`config.mk`:
```
export PLATFORM = sky130hd
export DESIGN_NAME = route_demux
export DESIGN_NICKNAME = d
export VERILOG_FILES = /design/src/rtl/route_demux_pkg.sv /design/src/rtl/route_slot.sv /design/src/rtl/route_demux.sv
export SDC_FILE = /design/constraint.sdc
export NUM_CORES = 1
export LEC_CHECK = 0
export CAP_MARGIN = 10
export CELL_PAD_IN_SITES_DETAIL_PLACEMENT = 2
export CELL_PAD_IN_SITES_GLOBAL_PLACEMENT = 2
export CORE_MARGIN = 4
export CORE_UTILIZATION = 26
export CTS_BUF_LIST = sky130_fd_sc_hd__clkbuf_16
export CTS_CLUSTER_DIAMETER = 120
export DETAILED_ROUTE_END_ITERATION = 10
export GPL_TIMING_DRIVEN = 0
export PLACE_DENSITY_LB_ADDON = 0.1
export SETUP_SLACK_MARGIN = 0.3
export SYNTH_ARGS = -nofsm -noshare
export SYNTH_HDL_FRONTEND = slang
export SYNTH_SLANG_ARGS = --single-unit
```
`constraint.sdc`:
```
create_clock -name CLK -period 4.5 [get_ports CLK]
set_input_delay 0.9 -clock CLK [delete_from_list [all_inputs] [get_ports CLK]]
set_output_delay 0.9 -clock CLK [all_outputs]
set_load 0.02 [all_outputs]
```
`src/rtl/route_demux_pkg.sv`:
```
// Shared pipeline constants for the result-steering datapath.
package route_demux_pkg;

    // Native datapath width, the default for WIDTH.
    localparam int unsigned XLEN = 32;

    // Select encoding, matching the 2:1 mux convention.
    localparam logic SEL_PORT1 = 1'b1;
    localparam logic SEL_PORT2 = 1'b0;

endpackage

```
`src/rtl/route_slot.sv`:
```
// One-entry registered output slot with a wrapping delivery counter.
module route_slot
    import route_demux_pkg::*;
#(
    parameter int unsigned WIDTH   = XLEN,
    parameter int unsigned COUNT_W = 16
) (
    input  logic               i_clk,
    input  logic               i_reset,
    input  logic               i_flush,
    input  logic               i_load,
    input  logic [WIDTH-1:0]   i_data,
    input  logic               i_ready,
    output logic [WIDTH-1:0]   o_data,
    output logic               o_valid,
    output logic [COUNT_W-1:0] o_count
);

    typedef enum logic {StEmpty, StFull} slot_state_e;

    slot_state_e        r_state;
    slot_state_e        w_state_next;
    logic [WIDTH-1:0]   r_data;
    logic [COUNT_W-1:0] r_count;
    logic               w_consume;

    assign w_consume = (r_state == StFull) && i_ready;

    // State register.
    always_ff @(posedge i_clk) begin
        if (i_reset) begin
            r_state <= StEmpty;
        end else begin
            r_state <= w_state_next;
        end
    end

    // Next state: flush dominates; a load keeps the slot full even when consumed.
    always_comb begin
        w_state_next = r_state;
        if (i_flush) begin
            w_state_next = StEmpty;
        end else if (i_load) begin
            w_state_next = StFull;
        end else if (w_consume) begin
            w_state_next = StEmpty;
        end
    end

    // Output decode.
    always_comb begin
        o_valid = (r_state == StFull);
        o_data  = r_data;
        o_count = r_count;
    end

    // Data register: loads only on accept, otherwise holds its last word.
    always_ff @(posedge i_clk) begin
        if (i_reset) begin
            r_data <= '0;
        end else if (i_load && !i_flush) begin
            r_data <= i_data;
        end
    end

    // Delivery counter: a handshake during flush is still a completed delivery.
    always_ff @(posedge i_clk) begin
        if (i_reset) begin
            r_count <= '0;
        end else if (w_consume) begin
            r_count <= r_count + COUNT_W'(1);
        end
    end

endmodule

```
`src/rtl/route_demux.sv`:
```
// Steers one valid/ready word stream to one of two registered destination slots.
module route_demux
    import route_demux_pkg::*;
#(
    parameter int unsigned WIDTH   = XLEN,
    parameter int unsigned COUNT_W = 16
) (
    input  logic               CLK,
    input  logic               RESET,
    input  logic               FLUSH,
    input  logic [WIDTH-1:0]   IN_DATA,
    input  logic               IN_SEL,
    input  logic               IN_VALID,
    output logic               IN_READY,
    output logic [WIDTH-1:0]   OUT1_DATA,
    output logic               OUT1_VALID,
    input  logic               OUT1_READY,
    output logic [WIDTH-1:0]   OUT2_DATA,
    output logic               OUT2_VALID,
    input  logic               OUT2_READY,
    output logic [COUNT_W-1:0] OUT1_COUNT,
    output logic [COUNT_W-1:0] OUT2_COUNT
);

    logic w_accept;
    logic w_load1;
    logic w_load2;

    // Ready depends only on the selected slot, so a stalled port never blocks the other.
    always_comb begin
        IN_READY = 1'b0;
        if (!FLUSH) begin
            if (IN_SEL == SEL_PORT1) begin
                IN_READY = !OUT1_VALID || OUT1_READY;
            end else begin
                IN_READY = !OUT2_VALID || OUT2_READY;
            end
        end
    end

    // Load-enable decode.
    always_comb begin
        w_accept = IN_VALID && IN_READY;
        w_load1  = w_accept && (IN_SEL == SEL_PORT1);
        w_load2  = w_accept && (IN_SEL == SEL_PORT2);
    end

    route_slot #(
        .WIDTH   (WIDTH),
        .COUNT_W (COUNT_W)
    ) u_slot1 (
        .i_clk   (CLK),
        .i_reset (RESET),
        .i_flush (FLUSH),
        .i_load  (w_load1),
        .i_data  (IN_DATA),
        .i_ready (OUT1_READY),
        .o_data  (OUT1_DATA),
        .o_valid (OUT1_VALID),
        .o_count (OUT1_COUNT)
    );

    route_slot #(
        .WIDTH   (WIDTH),
        .COUNT_W (COUNT_W)
    ) u_slot2 (
        .i_clk   (CLK),
        .i_reset (RESET),
        .i_flush (FLUSH),
        .i_load  (w_load2),
        .i_data  (IN_DATA),
        .i_ready (OUT2_READY),
        .o_data  (OUT2_DATA),
        .o_valid (OUT2_VALID),
        .o_count (OUT2_COUNT)
    );

endmodule

```
==> results.md, run 1 <==
* Post-Syn Instances at 462
* RSZ-0062 raised after global routing: no
* Ant diodes at 0
* Crit path required time at 3.60 ns
* Number of search-and-repair iterations in the first detailed-routing pass at 4
* Number of H-tree branching levels at 3
* Worst Min Path Start: u_slot1.o_data[10]
* Area fraction of the dominant cell type after synthesis at 0.5192
* Share of the clock period used by the worst path at 0.7886
* Total via count after detailed routing at 3730
* Clock latency on the worst-skew pair at 0.35 ns
* Number of nets in the final layout at 651
* Data arrival time of the critical path at 2.65 ns
* Tightest Hold Check Type: reg -> reg
* Overall track demand over capacity in global routing at 0.1665
* Overflow after GRT at 0
* Worst Setup End Kind: output port
* Wire length of the first global-routing pass at 21510 um
* Least-Margin Pin Slew at 0.5299 ns
* Fraction of the yosys area taken by sequential cells at 0.5192
* Cell types occupying the most area after synthesis: sky130_fd_sc_hd__dfxtp_1 (52%), sky130_fd_sc_hd__nand2_1 (14%), sky130_fd_sc_hd__a21oi_1 (9.8%), sky130_fd_sc_hd__nor2_1 (2.9%), sky130_fd_sc_hd__xnor2_1 (2.5%)
* Die X-Extent at 128.6 um
* Count of flip-flops with a built-in enable after synthesis at 0
* Synthesis-to-layout area growth at 51.09%
* Cell leakage power at 1.925 nW
* CTS Buf Count at 9
* Number of antenna violations at the first check in global routing at 1
* Routability cong. at 0.7569
* Most used standard cell by instance count after synthesis: sky130_fd_sc_hd__nand2_1
* Area used by sequential logic in the layout at 1962 sq um
* End of the worst register-to-register path: u_slot1.o_count[15]
* Largest net degree at the start of global routing at 16
* Synth Net Count at 503
* Cells on worst reg2reg path at 4
* Crit Path Max Fanout at 6
* Synth unique cells at 34
* Setup tns final at 0 ns
* Vias per cell at approximately 4.7
* Clock tree root driver cell: sky130_fd_sc_hd__clkbuf_16
* Worst setup path class: in -> out
* Register clock-pin slew on the reported worst setup and hold paths at 0.06 ns
* Cell depth of the worst hold path at 2
* Synth Flop Type: sky130_fd_sc_hd__dfxtp_1
* Clock tree from TritonCTS: yes
* Die height at between 100 and 150 um
* Commonest cells in the synthesized netlist: sky130_fd_sc_hd__nand2_1 (139), sky130_fd_sc_hd__dfxtp_1 (98), sky130_fd_sc_hd__a21oi_1 (74)
* Smallest setup slack after layout at 0.9515 ns
* Via count of the first global-routing pass at 4151
* Cts repair resizes at 0
* Total number of yosys warnings at 0
* Critical Path Source Type: input port
* Share of synthesized registers carrying an async set or reset at 0
* Number of hold violations in the final report at 0
* Hold-critical path endpoint: u_slot1.o_data[10]
* Fraction of final layout cells sized beyond drive strength 1 at 0.05528
* DIE AREA at 16530 sq um
* Number of antenna-violating nets in the routed design at 0
* Mapped Avg Cell Area at 8.179 sq um
* Iteration-0 DRC count of the detailed router at 163
* Max clock buf depth at 2
* Ports placed on the boundary at 138
* R2r setup slk at around 2.8 ns
* Achievable frequency at 281.8 MHz
* Relative max-transition margin at 0.6468
* Max-slew violation total from the final report at 0
* Initial core utilization at 0.2691
* Cell taking the most area after synthesis: sky130_fd_sc_hd__dfxtp_1
* Pre-CTS worst setup slack at 0.9543 ns
* Reported max-cap violation count at 0
* Half-perimeter wire length after placement at between 10000 and 15000 um
* Number of cell rows at 43
* VDD IR-drop max at ~0.00015 V
* Filler cells at 1594
* Setup Viol. Count Final at 0
* Hold Buf Count CTS at 0
* Worst Skew at 0.006780 ns
* Netlist area before placement at 3779 sq um
* Core area at around 14000 sq um
* DRC violations left at 0
* # port buffers at 137
* Total power divided by cell area at 341.8 nW/um^2
* Result of the run: completed
* Number of sinks on the clock net at 98
* Synth Register Bits at 98
* Buffers inserted during post-CTS setup optimization at 0
* Area of the multi-input gates at about 1700 sq um
* Period minus WS final at ~3.5 ns
* Wire per inst at 16.76 um
* DRT Wirelength at 13330 um
* Reg-to-Reg Start: u_slot1.o_valid
## how the worst max path moves through the flow
stage                    start        to  slack [ns]  cells after the start
global placement    OUT2_READY  IN_READY        0.96                      6
floorplan           OUT2_READY  IN_READY        2.11                      4
detailed placement  OUT2_READY  IN_READY        0.95                      6
global route        OUT2_READY  IN_READY        0.84                      6
finish              OUT2_READY  IN_READY        0.95                      6
CTS                 OUT2_READY  IN_READY        0.95                      6
## critical path: stages
cell and delay, ns:
sky130_fd_sc_hd__clkdlybuf4s50_1 0.59, sky130_fd_sc_hd__and2b_4 0.25, sky130_fd_sc_hd__nor2_1 0.09, sky130_fd_sc_hd__a21oi_1 0.05, sky130_fd_sc_hd__nor2_1 0.13, sky130_fd_sc_hd__clkdlybuf4s50_1 0.65
## routing by layer
metal  share of wire  up-vias  GRT usage
met3           0.065       18    0.05978
met2            0.51       82     0.2933
li1                -     1819          -
met4           0.017        2    0.05435
met1            0.41     1809     0.1874
met5         0.00060        -          0
## sequential cells by signal, summed over array words and instances (netlist names)
register / count
u_slot1.o_data: 32
u_slot2.o_data: 32
u_slot1.o_count: 16
u_slot2.o_count: 16
u_slot1.o_valid: 1
u_slot2.o_valid: 1
## cell type report
class / instances / share of cell area
Inverter: 6 / 0.003945
Multi-Input combinational cell: 332 / 0.2908
Tap cell: 180 / 0.03945
Clock buffer: 9 / 0.03945
Clock inverter: 7 / 0.01907
Sequential cell: 98 / 0.3436
Buffer: 26 / 0.02345
Timing Repair Buffer: 137 / 0.2402
## power breakdown
part | internal (mW) | switching, mW
combinational | 0.0823 | 0.0959
sequential | 0.886 | 0.0114
clock | 0.538 | 0.338
total | 1.51 | 0.445
## cell usage in the layout, fill, tap and decap left out
cell	netlist	final
sky130_fd_sc_hd__nor3b_2	1	1
sky130_fd_sc_hd__buf_2	8	8
sky130_fd_sc_hd__buf_1	4	4
sky130_fd_sc_hd__clkbuf_16	0	9
sky130_fd_sc_hd__buf_4	1	1
sky130_fd_sc_hd__dfxtp_1	98	98
sky130_fd_sc_hd__xnor2_1	11	11
sky130_fd_sc_hd__nand2b_1	3	3
sky130_fd_sc_hd__mux2_2	1	1
sky130_fd_sc_hd__a21o_1	1	1
sky130_fd_sc_hd__clkbuf_1	10	10
sky130_fd_sc_hd__buf_6	3	3
sky130_fd_sc_hd__a31o_2	1	1
sky130_fd_sc_hd__ha_1	2	2
sky130_fd_sc_hd__nand4_1	9	9
sky130_fd_sc_hd__clkdlybuf4s50_1	0	137
sky130_fd_sc_hd__and3_1	3	3
sky130_fd_sc_hd__nor3_4	1	1
sky130_fd_sc_hd__nor3_1	5	5
sky130_fd_sc_hd__nand4_2	1	1
sky130_fd_sc_hd__mux2_1	2	2
sky130_fd_sc_hd__or3_1	6	6
sky130_fd_sc_hd__nand3_1	13	13
sky130_fd_sc_hd__xor2_1	9	9
sky130_fd_sc_hd__nand2_1	139	139
sky130_fd_sc_hd__nor3_2	2	2
sky130_fd_sc_hd__o21ai_0	5	5
sky130_fd_sc_hd__clkinv_1	0	2
sky130_fd_sc_hd__and2b_4	1	1
sky130_fd_sc_hd__nor2_1	29	29
sky130_fd_sc_hd__a21oi_1	74	74
sky130_fd_sc_hd__nor4_1	5	5
sky130_fd_sc_hd__and4_1	2	2
sky130_fd_sc_hd__nor2b_1	4	4
sky130_fd_sc_hd__clkinvlp_4	0	1
sky130_fd_sc_hd__a211oi_1	1	1
sky130_fd_sc_hd__nand3_2	1	1
sky130_fd_sc_hd__bufinv_16	0	3
sky130_fd_sc_hd__inv_1	6	7
## cells by family after synthesis
group	synth area share
simple gates	0.2666
xor+xnor	0.04636
buf+inv	0.04139
fa+ha+maj	0.006621
mux	0.008940
compound gates	0.1109
flops	0.5192
## through the flow
| step | cells | hold slack [ns] | power (mW) | area [sq um] | utilization |
|---|---|---|---|---|---|
| after global placement | 779 | 0.4420 | 1.096 | 5375 | 0.3828 |
| final | 795 | 0.4561 | 1.951 | 5709 | 0.4066 |
| after floorplan | 462 | 0.5327 | 0.9915 | 3779 | - |
| after CTS | 795 | 0.4583 | 1.992 | 5709 | 0.4066 |
| after detailed placement | 779 | 0.4490 | 1.100 | 5375 | 0.3828 |
| after global routing | 795 | 0.4835 | 2.042 | 5709 | 0.4066 |
(Power assumes the default switching activity.)
==> run 2, diff against run 1 <==
--- a/config.mk
+++ b/config.mk
@@ -9,7 +9,7 @@
 export CELL_PAD_IN_SITES_DETAIL_PLACEMENT = 2
 export CELL_PAD_IN_SITES_GLOBAL_PLACEMENT = 2
 export CORE_MARGIN = 4
-export CORE_UTILIZATION = 26
+export CORE_UTILIZATION = 24
 export CTS_BUF_LIST = sky130_fd_sc_hd__clkbuf_16
 export CTS_CLUSTER_DIAMETER = 120
 export DETAILED_ROUTE_END_ITERATION = 10
==> constraint.sdc (replaced) <==
create_clock -name CLK -period 3.3 [get_ports CLK]
set_input_delay 0.66 -clock CLK [delete_from_list [all_inputs] [get_ports CLK]]
set_output_delay 0.66 -clock CLK [all_outputs]
set_load 0.02 [all_outputs]
==> results.md, run 2 (synthesis gave the netlist of run 1 again) <==
* Result of the run: completed (unchanged)
* Initial core utilization at 0.2467 (was 0.2691)
* RSZ-0062 raised after global routing: no (unchanged)
* Overflow after GRT at 0 (unchanged)
* Most common cell after layout, fill and taps aside: sky130_fd_sc_hd__nand2_1 (unchanged)
* VDD IR-drop max at 0.0002180 V (was 0.0001536 V)
* Clock latency on the worst-skew pair at 0.34 ns (was 0.35 ns)
* R2r setup slk at 1.56 ns (was 2.76 ns)
* Number of standard cells in the final layout excluding fillers at 826 (was 795)
* Wire per inst at 16.09 um (was 16.76 um)
* Number of hold violations in the final report at 0 (unchanged)
* Period minus WS final at 2.788 ns
* Register clock-pin slew on the reported worst setup and hold paths at 0.07 ns (was 0.06 ns)
* Data arrival time of the critical path at 2.13 ns (was 2.65 ns)
* CTS Buf Count at 9 (unchanged)
* Synthesis-to-layout area growth at 51.69% (was 51.09%)
* DRC violations left at 0 (unchanged)
* Share of the clock period used by the worst path at 0.8448
* Routability cong. at 0.7179 (was 0.7569)
* Setup Viol. Count Final at 0 (unchanged)
* Ant diodes at 0 (unchanged)
* Number of cell rows at 45 (was 43)
* Met3 Use GR at 0.04683 (was 0.05978)
* Post-Place Cells at 810 (was 779)
* Ports placed on the boundary at 138 (unchanged)
* Via count of the first global-routing pass at 4058 (was 4151)
* Worst setup path class: in -> out (unchanged)
* Total power divided by cell area at 454.2 nW/um^2 (was 341.8 nW/um^2)
* Worst Skew at 0.004124 ns (was 0.006780 ns)
* Number of antenna-violating nets in the routed design at 0 (unchanged)
* Overall track demand over capacity in global routing at 0.1510 (was 0.1665)
* DRT Wirelength at 13290 um (was 13330 um)
* Worst Setup End Kind: output port (unchanged)
* Number of H-tree branching levels at 3 (unchanged)
* Number of sinks on the clock net at 98 (unchanged)
* Largest net degree at the start of global routing at 17 (was 16)
* Hold Buf Count CTS at 0 (unchanged)
* Total via count after detailed routing at 3709 (was 3730)
* Commonest cells after routing, fill and taps aside: sky130_fd_sc_hd__nand2_1 (139), sky130_fd_sc_hd__clkdlybuf4s50_1 (136), sky130_fd_sc_hd__dfxtp_1 (98) (was sky130_fd_sc_hd__nand2_1 (139), sky130_fd_sc_hd__clkdlybuf4s50_1 (137), sky130_fd_sc_hd__dfxtp_1 (98))
* Hold-critical path endpoint: u_slot2.o_data[6] (was u_slot1.o_data[10])
* Reported max-cap violation count at 0 (unchanged)
* Core area at 15310 sq um (was 14040 sq um)
* Vias per cell at 4.490 (was 4.692)
* Cell depth of the worst hold path at 2 (unchanged)
* Critical path, cell by cell: clkdlybuf4s50_1 > and2b_4 > nor2_1 > a21oi_1 > nor2_1 > dlygate4sd2_1 (was clkdlybuf4s50_1 > and2b_4 > nor2_1 > a21oi_1 > nor2_1 > clkdlybuf4s50_1)
* Filler cells at 1761 (was 1594)
* Number of antenna violations at the first check in global routing at 1 (unchanged)
* Relative max-transition margin at 0.6010 (was 0.6468)
* # port buffers at 137 (unchanged)
* Layer with the highest usage after global routing: met2 (unchanged)
* Clock tree from TritonCTS: yes (unchanged)
* Iteration-0 DRC count of the detailed router at 81 (was 163)
* Stage delay of the slowest cell on the critical path at 0.59 ns (was 0.65 ns)
* Number of nets in the final layout at 651 (unchanged)
* Critical path's most frequent cell: sky130_fd_sc_hd__nor2_1
* Worst Min Path Start: u_slot2.o_data[6] (was u_slot1.o_data[10])
* Reg-to-Reg Start: u_slot1.o_valid (unchanged)
* Achievable frequency at 358.7 MHz
* Crit Path Max Fanout at 6 (unchanged)
* Max-slew violation total from the final report at 0 (unchanged)
* Fraction of final layout cells sized beyond drive strength 1 at 0.05854 (was 0.05528)
* Die X-Extent at 133.5 um (was 128.6 um)
* Buffers inserted during post-CTS setup optimization at 0 (unchanged)
* Cts repair resizes at 1 (was 0)
* Cell leakage power at 1.918 nW (was 1.925 nW)
* Number of search-and-repair iterations in the first detailed-routing pass at 4 (unchanged)
* End of the worst register-to-register path: u_slot1.o_count[15] (unchanged)
* Least-Margin Pin Slew at 0.5985 ns (was 0.5299 ns)
* Critical Path Source Type: input port (unchanged)
* Wire length of the first global-routing pass at 21450 um (was 21510 um)
* Die height at 133.5 um (was 128.6 um)
* Half-perimeter wire length after placement at 10150 um (was 10050 um)
* Crit path required time at 2.64 ns (was 3.60 ns)
* DIE AREA at 17820 sq um (was 16530 sq um)
* Cells on worst reg2reg path at 4 (unchanged)
* GRT met1 Usage at 0.1786 (was 0.1874)
* Setup tns final at 0 ns (unchanged)
* Met2 Track Usage GR at 0.2590 (was 0.2933)
* Clock tree root driver cell: sky130_fd_sc_hd__clkbuf_16 (unchanged)
* Worst-path cell with the longest stage delay: sky130_fd_sc_hd__clkdlybuf4s50_1 (unchanged)
* Tightest Hold Check Type: reg -> reg (unchanged)
* Max clock buf depth at 2 (unchanged)
run 2: worst max-delay path by stage:
stage               startpoint       end  slack, ns  cells after the start
finish              OUT2_READY  IN_READY       0.51                      6
global route        OUT2_READY  IN_READY       0.43                      6
CTS                 OUT2_READY  IN_READY       0.49                      6
detailed placement  OUT2_READY  IN_READY       0.21                      6
global placement    OUT2_READY  IN_READY       0.25                      6
floorplan           OUT2_READY  IN_READY       1.39                      4
run 2: report_power, final:
group	total [mW]	leakage (nW)	internal, mW	switching (mW)
sequential	1.22	0.794	1.21	0.0149
combinational	0.243	0.971	0.112	0.132
clock	1.14	0.153	0.664	0.473
total	2.60	1.92	1.98	0.620
run 2: final cells by class:
class | count | area (sq um) | share of cell area
plain buffers | 26 | 133.9 | 0.02336
repair buffers | 137 | 1370 | 0.2390
clock inverters | 7 | 93.84 | 0.01637
well taps | 211 | 264.0 | 0.04606
multi-input cells | 332 | 1660 | 0.2897
clock buffers | 9 | 225.2 | 0.03929
inverters | 6 | 22.52 | 0.003929
flip-flops and latches | 98 | 1962 | 0.3423
run 2: worst max-delay path: cells and delay by family:
family	cells	cell delay, ns
AO/OA/AOI/OAI	1	0.05
buffers and inverters	2	0.95
AND/OR/NAND/NOR	3	0.48
run 2: per-layer routing:
metal  part of all wire  wire (um)
met3              0.059        782
met1               0.44       5807
met5            0.00090         12
met2               0.49       6482
met4              0.016        208
run 2: stage by stage:
step	power [mW]	setup WS, ns	util	area, sq um	hold slack (ns)
finish	2.604	0.5120	0.3743	5732	0.4560
global route	2.737	0.4253	0.3743	5732	0.4792
CTS	2.653	0.4876	0.3743	5732	0.4595
detailed placement	1.500	0.2059	0.3535	5414	0.4502
global placement	1.495	0.2465	0.3535	5414	0.4421
floorplan	1.352	1.391	-	3779	0.5327
==> RTL change 1: new RTL, settings of run 2 <==
`COUNT_W` is set to 16 in 2 places; all go to 32.
--- a/src/rtl/route_slot.sv
+++ b/src/rtl/route_slot.sv
@@ -3,7 +3,7 @@
     import route_demux_pkg::*;
 #(
     parameter int unsigned WIDTH   = XLEN,
-    parameter int unsigned COUNT_W = 16
+    parameter int unsigned COUNT_W = 32
 ) (
     input  logic               i_clk,
     input  logic               i_reset,
--- a/src/rtl/route_demux.sv
+++ b/src/rtl/route_demux.sv
@@ -3,7 +3,7 @@
     import route_demux_pkg::*;
 #(
     parameter int unsigned WIDTH   = XLEN,
-    parameter int unsigned COUNT_W = 16
+    parameter int unsigned COUNT_W = 32
 ) (
     input  logic               CLK,
     input  logic               RESET,
Interface: changed (resized OUT1_COUNT and OUT2_COUNT); port bits go from 138 to 170. No check against the original RTL was run, so the function may have changed too.
==> RTL change 1 against run 2 <==
- count of clock-buffer cells in the layout grew 8
- routed wire length grew 59%
- sequential power grew 32%
- largest power group is now clock
- final area grew 43%
- area after synthesis grew 45%
- sequential cell count grew 32
- via count grew 53%
- cell count grew 39%
- setup slack lost 0.0070 ns
- highest routed layer is now met4
- total power grew 54%
==> RTL change 1: results (changes against run 2) <==
metric	value	unit	change
fin_nets	898		+38%
hold_ws	0.4582	ns	+0.002195 ns
irDropWorstVdd	0.2388	mV	+9.5%
first_global_vias	6280		+55%
place.gp.congestion	0.8119		+13%
ys_async_sr_fraction	0	%	unchanged
synth_cell_types	37		+8.8%
worst_pin_slew	0.6770	ns	+0.07849 ns
cts.clk_slew.worst_paths	0.06	ns	
drive_gt1_share	5.524	%	-0.33 points
placed_area	7495	um2	+38%
ys_seq_area_share	47.64	%	-4.3 points
grt_antenna_before_repair	0		-1
vias_per_cell	4.925		+9.7%
ys_top_cells_by_area	dfxtp_1, nand2_1, a21oi_1		
swShare	23.58	%	-0.23 points
hold_path_class	reg -> reg		
syn_nets	708		+41%
clock_latency	0.42	ns	+0.08 ns
track_usage	16.60	%	+1.5 points
hold_path_depth	2		unchanged
cts_root_buf	clkbuf_16		
dp_hpwl	15730	um	+55%
vias	5659		+53%
numCtsBuffers	17		+8
synth.top_cells.by_count	nand2_1, dfxtp_1, a21oi_1		
skew	0.01188	ns	+0.007755 ns
ff2ff_path_depth	6		+2
wl_per_cell	18.44	um	+15%
place_ws	-0.07939	ns	-0.2853 ns
cp_max_fo	8		+2
cp_slowest_cell	clkdlybuf4s50_1		
yosys_warnings	0		unchanged
cp.arrival	2.13	ns	about the same
grt_max_degree	17		unchanged
max_stage_delay	0.55	ns	-0.04 ns
antenna_cells	0		unchanged
io_buffer_count	168		+23%
drt_pre_antenna_iters	5		+1
hold_end	u_slot2.o_data[6]$_SDFFE_PP0P_		
yosys_most_used_dff	dfxtp_1		
min-delay-start	u_slot2.o_data[6]$_SDFFE_PP0P_		
r2r-start	u_slot1.o_count[2]$_SDFFE_PP0P_		
drt-initial-drc-count	168		+110%
place_inst	1115		+38%
synth_cells	667		+44%
drv_cap	0		unchanged
outcome	finished, final reports clean		
power.leakage	0.002564	uW	+34%
rrSetupSlack	0.81	ns	-0.75 ns
htreeDepth	4		+1
grt_pass1_wl	34500	um	+61%
cts_buffer_depth	2		unchanged
reg2reg_to	u_slot1.o_count[27]$_SDFFE_PP0P_		
crit_family	buffers and inverters		
[RTL change 1: changes by cell type after synthesis, moves of 5 or more]
cell             run 2  this run
or4_1                0        26
nand2_1            139       154
nand4_1              9        18
o31ai_1              0        20
a21oi_1             74       101
nor4_1               5        13
dfxtp_1             98       130
o41ai_1              0         8
mux2_2               1         6
nand3_1             13        24
buf_2                8         0
clkbuf_1            10        39
[RTL change 1: worst max path at each step]
stage	from	endpoint	slack, ns	cells after the start
CTS	OUT2_READY	u_slot2.o_data[23]$_SDFFE_PP0P_	0.36	6
detailed placement	OUT2_READY	u_slot2.o_data[25]$_SDFFE_PP0P_	-0.08	6
floorplan	u_slot2.o_count[4]$_SDFFE_PP0P_	u_slot2.o_count[31]$_SDFFE_PP0P_	1.20	5
finish	OUT2_READY	IN_READY	0.51	6
global route	OUT2_READY	IN_READY	0.33	6
global placement	OUT1_READY	u_slot1.o_count[25]$_SDFFE_PP0P_	0.07	7
[RTL change 1: per-layer routing]
metal / vias up / track usage, % / part of all wire [%]
met3: 12 / 6.973 / 7.7
li1: 2746 / - / -
met1: 2778 / 19.11 / 42
met4: 0 / 3.708 / 0.71
met5: - / 0 / 0
met2: 123 / 28.88 / 49
[RTL change 1: what timing repair did]
action | in CTS | in global routing
setup endpoints to repair | 1 | 24
resized for setup | 1 | 1
pin swaps | 0 | 1
buffers inserted | 0 | 3
[RTL change 1: final cells by class]
| class | instances | area [um2] |
|---|---|---|
| fillers | 2468 | 13920 |
| multi-input cells | 487 | 2664 |
| flip-flops and latches | 130 | 2603 |
| repair buffers | 171 | 1703 |
| clock buffers | 17 | 425.4 |
| well taps | 280 | 350.3 |
| clock inverters | 14 | 226.5 |
| plain buffers | 41 | 168.9 |
| inverters | 9 | 33.78 |
[RTL change 1: logic make-up (layout without fill, tap and decap cells)]
| group | Yosys count | after routing | synth area share [%] |
|---|---|---|---|
| AO/OA/AOI/OAI | 136 | 136 | 13.97 |
| multiplexers | 7 | 7 | 1.443 |
| XOR/XNOR | 21 | 21 | 3.367 |
| adder cells (fa/ha/maj) | 2 | 2 | 0.4580 |
| AND/OR/NAND/NOR | 321 | 321 | 29.41 |
| flip-flops | 130 | 130 | 47.64 |
| buffers and inverters | 50 | 252 | 3.710 |
[RTL change 1: tightest hold or removal path, cell delays in order (launching register included)]
cell and delay [ns]:
dfxtp_1 0.31, nand2_1 0.05, a21oi_1 0.05
[RTL change 1: power by group through the flow]
stage          Sequential (uW)  Combinational (uW)  Clock, uW
2_1_floorplan             1680                72.2          0
3_3_place_gp              1650                 249          0
3_5_place_dp              1650                 255          0
4_1_cts                   1610                 257       2190
5_1_grt                   1610                 275       2270
6_report                  1610                 251       2140
==> RTL change 2: new RTL, config.mk and constraints of run 2 <==
Made on the original files. Make the reset (`i_reset`) asynchronous in 3 clocked blocks.
--- a/src/rtl/route_slot.sv
+++ b/src/rtl/route_slot.sv
@@ -27,7 +27,7 @@
     assign w_consume = (r_state == StFull) && i_ready;
 
     // State register.
-    always_ff @(posedge i_clk) begin
+    always_ff @(posedge i_clk or posedge i_reset) begin
         if (i_reset) begin
             r_state <= StEmpty;
         end else begin
@@ -55,7 +55,7 @@
     end
 
     // Data register: loads only on accept, otherwise holds its last word.
-    always_ff @(posedge i_clk) begin
+    always_ff @(posedge i_clk or posedge i_reset) begin
         if (i_reset) begin
             r_data <= '0;
         end else if (i_load && !i_flush) begin
@@ -64,7 +64,7 @@
     end
 
     // Delivery counter: a handshake during flush is still a completed delivery.
-    always_ff @(posedge i_clk) begin
+    always_ff @(posedge i_clk or posedge i_reset) begin
         if (i_reset) begin
             r_count <= '0;
         end else if (w_consume) begin
Formal check against the unedited RTL: differs if RESET is asserted again (counterexample within 4 cycles, from zero or initial values and one cycle with RESET high); with RESET held inactive, the same outputs for 10 cycles.
==> RTL change 2 against run 2 <==
- setup slack better by 0.25 ns
- synthesized cell count down 43%
- area after synthesis up 6.0%
- maximum frequency up 9.9%
- routed wire length down 17%
- critical endpoint unchanged
- sequential cell count unchanged
- final area up 4.3%
Power is not compared: it rests on default switching activity, and its combinational part moved more than twofold at a synthesized area within 25%.
==> RTL change 2: results (changes against run 2) <==
metric	value	unit	change
numCtsBuffers	9		unchanged
reg2reg_to	u_slot1.o_count[12]$_DFFE_PP0P_		
place_inst	618		-24%
min-delay-start	u_slot1.o_count[15]$_DFFE_PP0P_		
first_global_vias	3019		-26%
place.gp.congestion	0.6956		-3.1%
grt_max_degree	40		+23
ff2ff_path_depth	5		+1
hold_end	u_slot1.o_count[15]$_DFFE_PP0P_		
track_usage	12.14	%	-3.0 points
ys_top_cells_by_area	dfrtp_1, mux2_4, mux2_1		
ys_async_sr_fraction	100.0	%	+100 points
fin_cells	634		-23%
cts_buffer_depth	2		unchanged
synth_xor_area_share	6.558	%	+1.9 points
synth_compound_area_share	0.3123	%	-11 points
synth_cell_types	29		-15%
placed_area	5692	um2	+5.1%
syn_nets	304		-40%
worst_pin_slew	0.8141	ns	+0.2156 ns
synth.top_cells.by_count	dfrtp_1, mux2_1, mux2_4		
r2r-start	u_slot1.o_count[0]$_DFFE_PP0P_		
grt_antenna_before_repair	1		unchanged
synth.area.mux_share	21.52	%	+21 points
drt-initial-drc-count	47		-42%
avgSynthCellArea	15.23	um2	+86%
cp.arrival	1.88	ns	-0.25 ns
grt_pass1_wl	17340	um	-19%
rrSetupSlack	1.65	ns	+0.09 ns
fin_nets	454		-30%
cts-resized-gates	0		-1
dp_hpwl	8127	um	-20%
p_clk	1030	uW	
hold_path_depth	1		-1
drt_pre_antenna_iters	4		unchanged
yosys.area_share.adder	0.6246	%	-0.038 points
cp_max_fo	4		-2
drive_gt1_share	14.83	%	+9.0 points
outcome	finished, final reports clean		
vias_per_cell	4.233		-5.7%
ys_seq_area_share	61.21	%	+9.3 points
drt_wl_total	10990	um	-17%
hold_path_class	reg -> reg		
skew	0.004464	ns	+0.0003401 ns
cts_setup_buffers	0		unchanged
[RTL change 2: cell types whose count changed in the layout (fill, tap and decap cells not counted), moves of 5 or more]
cell,run 2,this run
a21oi_1,74,0
buf_2,8,3
clkbuf_1,10,0
dfrtp_1,0,98
dfxtp_1,98,0
mux2_1,2,35
mux2_4,0,29
nand2_1,139,14
nand3_1,13,8
nor2_1,29,6
nor4_1,5,0
o21ai_0,5,0
or3_1,6,0
xnor2_1,11,21
[RTL change 2: stage by stage]
step / total power [uW] / hold WS [ns] / setup WS, ns / util (%)
global route: 3923 / 0.5096 / 0.6095 / 37.10
detailed placement: 2712 / 0.4651 / 0.3505 / 35.32
floorplan: 2099 / 0.5822 / 1.478 / -
global placement: 2679 / 0.4610 / 0.2540 / 35.07
finish: 3700 / 0.4700 / 0.7631 / 37.10
CTS: 3792 / 0.4789 / 0.3327 / 37.09
[RTL change 2: routing by layer]
metal	share of wire [%]	track usage (%)	wire length [um]
met1	41	14.75	4502
met2	46	18.23	5099
met3	11	6.172	1194
met4	1.6	4.989	180
met5	0.064	0	7
[RTL change 2: cell families (layout without fill, tap and decap cells)]
logic type,after synthesis,in the layout
fa+ha+maj,2,2
xor+xnor,30,30
simple gates,54,54
mux,67,67
compound gates,2,2
flops,98,98
buf+inv,10,165
[RTL change 2: cell type report]
cell class	count	area, um2
buffer	7	60.06
clock buffer	9	225.2
clock inverter	7	60.06
fill	1665	10140
inverter	3	15.01
multi-input combinational	155	1483
sequential	98	2452
tap	216	270.3
timing repair buffer	139	1414
[RTL change 2: worst max-delay path, stage by stage]
cell and delay, ns:
clkdlybuf4s50_1 0.54, nand2b_1 0.21, mux2i_1 0.10, nor2_1 0.09
dlymetal6s2s_1 0.27
